### config.mk
export PLATFORM = sky130hd
export DESIGN_NAME = mc_control
export DESIGN_NICKNAME = d
export VERILOG_FILES = /design/src/rtl/mc_control.sv
export SDC_FILE = /design/constraint.sdc
export NUM_CORES = 1
export LEC_CHECK = 0
export ABC_AREA = 1
export CAP_MARGIN = 15
export CORE_ASPECT_RATIO = 0.5
export CORE_MARGIN = 4
export CORE_UTILIZATION = 25
export DETAILED_ROUTE_END_ITERATION = 10
export PLACE_DENSITY = 0.47
export SYNTH_ARGS = -nofsm -noshare
export SYNTH_HDL_FRONTEND = slang
export SYNTH_SLANG_ARGS = --single-unit
### constraint.sdc
create_clock -name clk -period 1.5 [get_ports clk]
set_input_delay 0.15 -clock clk [delete_from_list [all_inputs] [get_ports clk]]
set_output_delay 0.15 -clock clk [all_outputs]
set_load 0.02 [all_outputs]
### src/rtl/mc_control.sv
// Multicycle MIPS-subset control unit: Moore FSM driving datapath enables, mux selects and aluop.
// Optional bne support is enabled by defining MC_CONTROL_BNE_EN.
module mc_control #(
  parameter int CNT_W = 32
) (
  input  logic             clk,
  input  logic             reset,
  input  logic [5:0]       opcode,
  input  logic [5:0]       funct,
  input  logic             zero,
  output logic [3:0]       aluop,
  output logic             alu_src_a,
  output logic [1:0]       alu_src_b,
  output logic [1:0]       pc_src,
  output logic             pc_en,
  output logic             ir_write,
  output logic             iord,
  output logic             mem_write,
  output logic             reg_write,
  output logic             reg_dst,
  output logic             mem_to_reg,
  output logic             illegal_op,
  output logic [CNT_W-1:0] instr_retired
);

  // state    | meaning
  // FETCH    | IR <= mem[PC], PC <= PC+4
  // DECODE   | branch target into ALUOut, dispatch on opcode
  // MEMADR   | address = regA + imm
  // MEMRD    | load read      MEMWB | load writeback
  // MEMWR    | store write
  // RTYPE_EX | ALU op from funct   RTYPE_WB | write rd
  // BEQ_EX   | compare, PC <= ALUOut if zero (BNE_EX: if not zero)
  // ADDI_EX  | regA + imm    ADDI_WB | write rt
  // JUMP     | PC <= jump target
  typedef enum logic [3:0] {
    S_FETCH    = 4'd0,
    S_DECODE   = 4'd1,
    S_MEMADR   = 4'd2,
    S_MEMRD    = 4'd3,
    S_MEMWB    = 4'd4,
    S_MEMWR    = 4'd5,
    S_RTYPE_EX = 4'd6,
    S_RTYPE_WB = 4'd7,
    S_BEQ_EX   = 4'd8,
    S_ADDI_EX  = 4'd9,
    S_ADDI_WB  = 4'd10,
`ifdef MC_CONTROL_BNE_EN
    S_BNE_EX   = 4'd12,
`endif
    S_JUMP     = 4'd11
  } state_t;

  localparam logic [5:0] OP_RTYPE = 6'b000000;
  localparam logic [5:0] OP_LW    = 6'b100011;
  localparam logic [5:0] OP_SW    = 6'b101011;
  localparam logic [5:0] OP_BEQ   = 6'b000100;
  localparam logic [5:0] OP_ADDI  = 6'b001000;
  localparam logic [5:0] OP_J     = 6'b000010;
`ifdef MC_CONTROL_BNE_EN
  localparam logic [5:0] OP_BNE   = 6'b000101;
`endif

  state_t            state_q, state_d;
  logic              is_sw_q, is_sw_d;
  logic [CNT_W-1:0]  cnt_q, cnt_d;
  logic              funct_ok, retire, illegal_s;
  logic              pc_en_s, ir_write_s, mem_write_s, reg_write_s;

  always_ff @(posedge clk or posedge reset) begin
    if (reset) begin
      state_q <= S_FETCH;
      is_sw_q <= 1'b0;
      cnt_q   <= '0;
    end else begin
      state_q <= state_d;
      is_sw_q <= is_sw_d;
      cnt_q   <= cnt_d;
    end
  end

  always_comb begin
    funct_ok = 1'b0;
    case (funct)
      6'h20, 6'h22, 6'h24, 6'h25, 6'h26, 6'h27, 6'h2A: funct_ok = 1'b1;
      default: funct_ok = 1'b0;
    endcase
  end

  // lw/sw choice is latched in DECODE so opcode may change afterwards.
  always_comb begin
    state_d   = state_q;
    is_sw_d   = is_sw_q;
    illegal_s = 1'b0;
    case (state_q)
      S_FETCH:  state_d = S_DECODE;
      S_DECODE: begin
        is_sw_d = (opcode == OP_SW);
        case (opcode)
          OP_RTYPE: begin
            state_d   = funct_ok ? S_RTYPE_EX : S_FETCH;
            illegal_s = ~funct_ok;
          end
          OP_LW, OP_SW: state_d = S_MEMADR;
          OP_BEQ:       state_d = S_BEQ_EX;
          OP_ADDI:      state_d = S_ADDI_EX;
          OP_J:         state_d = S_JUMP;
`ifdef MC_CONTROL_BNE_EN
          OP_BNE:       state_d = S_BNE_EX;
`endif
          default: begin
            state_d   = S_FETCH;
            illegal_s = 1'b1;
          end
        endcase
      end
      S_MEMADR:   state_d = is_sw_q ? S_MEMWR : S_MEMRD;
      S_MEMRD:    state_d = S_MEMWB;
      S_RTYPE_EX: state_d = S_RTYPE_WB;
      S_ADDI_EX:  state_d = S_ADDI_WB;
      default:    state_d = S_FETCH;
    endcase
  end

  always_comb begin
    retire = 1'b0;
    case (state_q)
      S_MEMWB, S_MEMWR, S_RTYPE_WB, S_BEQ_EX, S_ADDI_WB, S_JUMP: retire = 1'b1;
`ifdef MC_CONTROL_BNE_EN
      S_BNE_EX: retire = 1'b1;
`endif
      default: retire = 1'b0;
    endcase
    cnt_d = retire ? cnt_q + {{(CNT_W-1){1'b0}}, 1'b1} : cnt_q;
  end

  always_comb begin
    aluop       = 4'b0000;
    alu_src_a   = 1'b0;
    alu_src_b   = 2'b00;
    pc_src      = 2'b00;
    pc_en_s     = 1'b0;
    ir_write_s  = 1'b0;
    iord        = 1'b0;
    mem_write_s = 1'b0;
    reg_write_s = 1'b0;
    reg_dst     = 1'b0;
    mem_to_reg  = 1'b0;
    case (state_q)
      S_FETCH: begin
        alu_src_b  = 2'b01;
        ir_write_s = 1'b1;
        pc_en_s    = 1'b1;
      end
      S_DECODE: alu_src_b = 2'b11;
      S_MEMADR, S_ADDI_EX: begin
        alu_src_a = 1'b1;
        alu_src_b = 2'b10;
      end
      S_MEMRD: iord = 1'b1;
      S_MEMWB: begin
        mem_to_reg  = 1'b1;
        reg_write_s = 1'b1;
      end
      S_MEMWR: begin
        iord        = 1'b1;
        mem_write_s = 1'b1;
      end
      S_RTYPE_EX: begin
        alu_src_a = 1'b1;
        aluop     = funct[3:0];
      end
      S_RTYPE_WB: begin
        reg_dst     = 1'b1;
        reg_write_s = 1'b1;
      end
      S_BEQ_EX: begin
        alu_src_a = 1'b1;
        aluop     = 4'b0010;
        pc_src    = 2'b01;
        pc_en_s   = zero;
      end
`ifdef MC_CONTROL_BNE_EN
      S_BNE_EX: begin
        alu_src_a = 1'b1;
        aluop     = 4'b0010;
        pc_src    = 2'b01;
        pc_en_s   = ~zero;
      end
`endif
      S_ADDI_WB: reg_write_s = 1'b1;
      S_JUMP: begin
        pc_src  = 2'b10;
        pc_en_s = 1'b1;
      end
      default: ;
    endcase
  end

  // State is already FETCH during reset; only the write enables need masking.
  assign pc_en         = pc_en_s & ~reset;
  assign ir_write      = ir_write_s & ~reset;
  assign mem_write     = mem_write_s & ~reset;
  assign reg_write     = reg_write_s & ~reset;
  assign illegal_op    = illegal_s & ~reset;
  assign instr_retired = cnt_q;

endmodule

## Yosys cells after proc, flatten, opt, wreduce, memory -nomap -nowiden

Index checks and enable logic that the tools add are counted.

| operators by class | value |
|---|---|
| add/sub/neg operators | 1 |
| $mul | 0 |
| divide/modulo/power cells | 0 |
| magnitude comparators | 0 |
| equality and inequality tests | 23 |
| shift-type cells | 0 |
| muxes and demuxes | 19 |
| bitwise gates (word level) | 7 |
| reduce and logical (&&, ||, !) cells | 11 |

Operator list:

| cell | number |
|---|---|
| 6-bit == test, second input constant | 9 |
| 32-bit by 1-bit adder with 32-bit output, second input constant | 1 |
| 4-bit case mux with 6 select lines | 1 |
| 4-bit case mux with 5 select lines | 1 |
| 4-bit by 3-bit == test with 1-bit output, second input constant | 4 |
| 4-bit == test, second input constant | 4 |
| 1-bit 2-to-1 mux | 10 |
| 4-bit by 2-bit == test with 1-bit output, second input constant | 2 |
| 4-bit case mux with 2 select lines | 1 |
| 2-bit OR reduction | 4 |
| 7-bit OR reduction | 1 |
| 6-bit by 2-bit == test with 1-bit output, second input constant | 1 |
| 6-bit by 3-bit == test with 1-bit output, second input constant | 1 |
| 6-bit by 4-bit == test with 1-bit output, second input constant | 1 |
| 6-bit logical NOT | 1 |
| 3-bit 2-to-1 mux | 2 |
| 2-bit case mux with 3 select lines | 1 |
| 6-bit OR reduction | 1 |
| 1-bit AND | 5 |
| 5-bit OR reduction | 1 |
| 4-bit by 1-bit == test with 1-bit output, second input constant | 1 |
| 4-bit logical NOT | 1 |
| 1-bit case mux with 2 select lines | 2 |
| 2-bit case mux with 2 select lines | 1 |
| other kinds (3) | 4 |

| storage, ports and cells | value |
|---|---|
| register bits after elaboration | 37 |
| latch bits | 0 |
| bits in writable memories | 0 |
| ROM bits | 0 |
| input port bits | 15 |
| output and inout port bits | 49 |
| word-level logic and storage cells | 64 |
| memories | 0 |

## Depth between registers and ports, before layout

| logic depth | value |
|---|---|
| depth after elaboration | 7 |
| depth in mapped cells | 10 |
| mapped depth without buffers | 10 |

## Worst setup path after synthesis

OpenSTA, ideal clock, no wires.

| timing | value |
|---|---|
| path kind | register -> register |
| start | register cnt_q[0] (netlist: instr_retired[0]) |
| end | register cnt_q[20] (netlist: instr_retired[20]) |
| library setup time | 0.117 ns |
| data arrival time | 1.474 ns |
| required time | 1.383 ns |
| slack | -0.092 ns |
| stages on the path, launching flop included | 9 |
| buffers on the path | 0 |
| clock period less this slack | 1.592 ns |
| path through | dfrtp_1 > ha_1 > nand3_1 > nor2_1 > nand2_1 > nor2_4 > nand3_1 > nand2_1 > nand2_1 |

| between the ends | value |
|---|---|
| cells in the longest elaborated chain, start to end | 1 |

Ends and longest elaborated chain:

| element | line | RTL |
|---|---|---|
| from (decl) | 66 | `logic [CNT_W-1:0] cnt_q, cnt_d;` |
| from (signal assigned) | 78 | `cnt_q <= cnt_d;` |
| 32-bit by 1-bit adder with 32-bit output | 134 | `cnt_d = retire ? cnt_q + {{(CNT_W-1){1'b0}}, 1'b1} : cnt_q;` |

Every way passes these cells.
A chain may end at the register's enable or synchronous reset.

## Final worst setup path

| timing | value |
|---|---|
| start | register state_q[2] |
| end | output port pc_en |

| between the ends | value |
|---|---|
| cells in the longest elaborated chain, start to end | 4 |
| elaborated cells between the ends (all ways) | 6 |
| classes of those cells | eq/ne: 2; mux: 1; bitwise: 1; reduce/logical: 2 |

Ends and longest elaborated chain:

| element | line | RTL |
|---|---|---|
| from (decl) | 64 | `state_t state_q, state_d;` |
| from (signal assigned) | 76 | `state_q <= state_d;` |
| 4-bit == test / 4-bit logical NOT (equally long branches) | 149 | `case (state_q)` |
| 2-bit OR reduction (no source line) | - |  |
| 1-bit case mux with 2 select lines (*) | 149 |  |
| 1-bit AND (*) | 201 | `assign pc_en = pc_en_s & ~reset;` |
| to (decl) | 15 | `output logic pc_en,` |

Every way passes the cells marked *; elsewhere a longest branch is shown, timed or not.

==> summary.log <==
[status] run status complete, but fails checks
[status] violated checks negative setup slack
[timing] relative max-transition margin 0.6562
[worst_setup_path] endpoint type of the worst setup path primary output
[pwr] proportion of power drawn by flip-flops and latches 0.301
[worst_setup_path] class of the most critical setup path reg -> out
[placement] post-detailed-placement half-perimeter wirelength 5.331 mm
[floorplanning] initial standard-cell utilization of the core 0.2645
[floorplanning] vertical die dimension 76.92 µm
[routing] number of nets still failing antenna checks after routing 0
[synthesis] area share of the largest cell type after synthesis 0.3899
[pwr] Cell Pwr Density 1005 nW/µm²
[synthesis] leading area contributor after synthesis dfrtp_1
[routing] detailed-route wire length per cell 11.88 µm
[cells_and_area] multi-input gate area in the final layout 1488 µm²
[timing] max-slew violation count 0
[placement] # port buffers 63
[timing] maximum clock frequency 0.6348 GHz
[synthesis] flip-flop and latch count after synthesis 37
[grt] global-route congestion overflow total 0
[synthesis] Yosys warning total 0
[job] Max Cap Viol 0
[floorplanning] core area 8979 µm²
[timing] final clock skew 0.007371 ns
[floorplanning] number of standard-cell rows in the floorplan 24
[pwr] switching pwr 1396 µW
[timing] final critical-path setup slack -0.07538 ns
[floorplanning] Top-Level Pins 64
[clock_tree] Skew-Pair Late Insertion Delay 0.28 ns
[routing] vias after detailed routing 2555
[synthesis] Gate Count Post-Synth 350
[timing] transition at the pin with the smallest max-transition slack 0.5158 ns
[timing] setup repair after global routing missed its margin true
[floorplanning] floorplan die width 145.8 µm
[cells_and_area] diode count 0
[clock_tree] Reg clk slew, reported paths 0.06 ns
[timing] post-route worst hold slack 0.4238 ns
[worst_setup_path] cell at the slowest stage of the critical path dfrtp_1
[synthesis] fraction of the yosys area taken by sequential cells 0.3899
[clock_tree] clock sinks 37
[grt] Tot GR Track Use 0.1314
[grt] maximum number of pins on one net before global-route repair 38
[cells_and_area] area taken by flip-flops and latches 930.9 µm²
[clock_tree] CTS tree built
[worst_setup_path] data arrival time of the worst path 1.43 ns
[worst_setup_path] cell-by-cell trace of the critical path inv_2 -> buf_4 -> nand2_4 -> nor2_4 -> a211oi_2 -> nor2_1 -> buf_4
[grt] global route hottest layer met2
[worst_setup_path] Max FO, Critical Path 4
[worst_setup_path] slack of the worst reg-to-reg path -0.04 ns
[worst_setup_path] CP required 1.35 ns
[placement] post-place setup slack -0.4910 ns
[synthesis] top area cells in the synthesized netlist dfrtp_1 (39%), nand2_1 (19%), nor2_1 (8.7%), inv_1 (7.1%), nand3_1 (5.1%)
[pwr] Worst IR Drop VDD 0.4280 mV
[worst_setup_path] delay of the slowest cell on the worst path 0.40 ns
[pwr] proportion of power drawn by combinational gates 0.425
[cells_and_area] number of nets in the layout 495
[floorplanning] Die ar. 11220 µm²
[clock_tree] number of buffers created by CTS 5
[routing] number of remaining DRC errors 0
[timing] time the final worst path needs with I/O delays and setup 1.575 ns
[pwr] static power due to leakage 0.002106 µW
[grt] number of antenna violations at the first check in global routing 0
[synthesis] post-synthesis average cell area 6.785 µm²
[timing] Fin. Hold Viols 0
[routing] drt pass-1 iters 4
[grt] vias in the first global route 2409
[grt] first-pass GRT wire length 11.90 mm
[synthesis] number of nets produced by synthesis 366
[synthesis] post-synthesis cell type count 26
[timing] Setup Viol. Count Final 15
[synthesis] netlist area before placement 2375 µm²
[clock_tree] # H-tree levels 2
[grt] global-route met1 utilization 0.1731
[worst_hold_path] type of the tightest min-delay check in -> async
[cells_and_area] ratio of cells with drive above 1 in the final layout 0.3063
[grt] met2 track demand over resource in global routing 0.2168
[cells_and_area] number of filler cells placed in the layout 931
[worst_setup_path] Worst Setup Start Kind flip-flop
[routing] wirelength, routed 7.095 mm
[pwr] share of power burned in the clock network 0.274
[worst_setup_path] dominant cell type by count on the critical path buf_4
[grt] GR met3 Demand/Resource 0.03239
[clock_tree] cell chosen for the clock root clkbuf_16
[routing] via density per instance 4.280
[cells_and_area] area grow syn2layout 66.44%
[routing] DRT iter0 DRCs 78
[pwr] share of total power consumed by net switching 0.3516
[placement] weighted congestion reported at the end of routability-driven placement 0.7286
[cells_and_area] Core Util, Final 0.4402
[pwr] cell-internal power 2575 µW
[clock_tree] maximum clock insertion buffer count 2
[timing] final period utilization 1.050
critical path, delay by kind of cell, from the launching register on:
family	cells	cell delay [ns]
compound gates	1	0.18
buf+inv	3	0.33
simple gates	3	0.23
flops	1	0.40
registers in the layout (all words and copies together) (netlist names):
name           cells
instr_retired     32
state_q            4
is_sw_q            1
cell type report:
cell class                 count  share of cell area
clock inverter                 1            0.001899
timing repair buffer         122              0.2650
clock buffer                   7             0.03609
multi-input combinational    266              0.3764
sequential                    37              0.2355
tap                          117             0.03704
inverter                      47             0.04812
cells in the final DEF (no fill, tap or decap), types with 9 or more instances in the layout:
master and instances:
clkdlybuf4s50_1 18, nor2_4 15, inv_1 37, buf_4 68, dfrtp_1 33, nor2_1 37, nor2_2 10, nand3_1 21
dlygate4sd2_1 19, nand4_1 10, nand2_1 114, dlymetal6s2s_1 9
synth_stat cells:
| cell type | n |
|---|---|
| a211oi_1 | 2 |
| a21oi_1 | 2 |
| and2_1 | 1 |
| buf_6 | 2 |
| clkinv_1 | 1 |
| dfrtp_1 | 37 |
| ha_1 | 1 |
| inv_1 | 45 |
| inv_2 | 1 |
| nand2_1 | 121 |
| nand2_2 | 3 |
| nand2_4 | 2 |
| nand3_1 | 24 |
| nand3b_1 | 6 |
| nand4_1 | 10 |
| nand4_2 | 1 |
| nor2_1 | 55 |
| nor2_2 | 2 |
| nor2_4 | 3 |
| nor3_1 | 7 |
| nor3_2 | 1 |
| nor3b_1 | 1 |
| o21ai_0 | 7 |
| o21bai_1 | 1 |
| xnor2_1 | 6 |
| xor2_1 | 8 |
layer usage:
layer	routed length, µm	vias to the layer above
li1	-	1357
met1	3376	1150
met2	3291	43
met3	361	5
met4	65	0
met5	0	-
per-stage QoR:
step	instances	TNS (ns)	power, µW	instance area, µm²
6_report	597	-0.3701	3971	3953
5_1_grt	597	-3.284	4219	3953
4_1_cts	596	-0.5452	3817	3789
3_5_place_dp	582	-4.503	2570	3552
3_3_place_gp	582	-4.626	2576	3552
2_1_floorplan	350	0	1815	2392
kinds of logic (layout without fill, tap and decap cells):
group / after synthesis / after routing / synth area share
buffers and inverters: 49 / 177 / 0.08377
AOI/OAI and AO/OA: 12 / 12 / 0.02845
adders and majority gates: 1 / 1 / 0.005268
xor gates and xnor gates: 14 / 14 / 0.05163
DFF: 37 / 37 / 0.3899
and+or+nand+nor: 237 / 239 / 0.4410
power by group through the flow:
stage	clock network [µW]	registers (µW)	logic (µW)
2_1_floorplan	0	1240	574
3_3_place_gp	0	1190	1390
3_5_place_dp	0	1180	1390
4_1_cts	1120	1180	1520
5_1_grt	1170	1210	1840
6_report	1090	1200	1690
final timing paths:
kind	startpoint	endpoint	cells after the start
max in group asynchronous	reset	instr_retired[0]	3
setup / recovery	state_q[2]	pc_en	7
min in group clk	instr_retired[7]	instr_retired[7]	1
setup reg to reg	state_q[2]	instr_retired[19]	10
hold reg to reg	instr_retired[7]	instr_retired[7]	1
hold / removal	reset	instr_retired[10]	3
what timing repair did:
action	4_1_cts	5_1_grt
pin swaps	7	11
endpoints found under the setup margin	50	50
hold buffers	0	0
gates resized for setup	145	47
setup buffers	4	1
cloned	2	0
(Power assumes the default switching activity.)
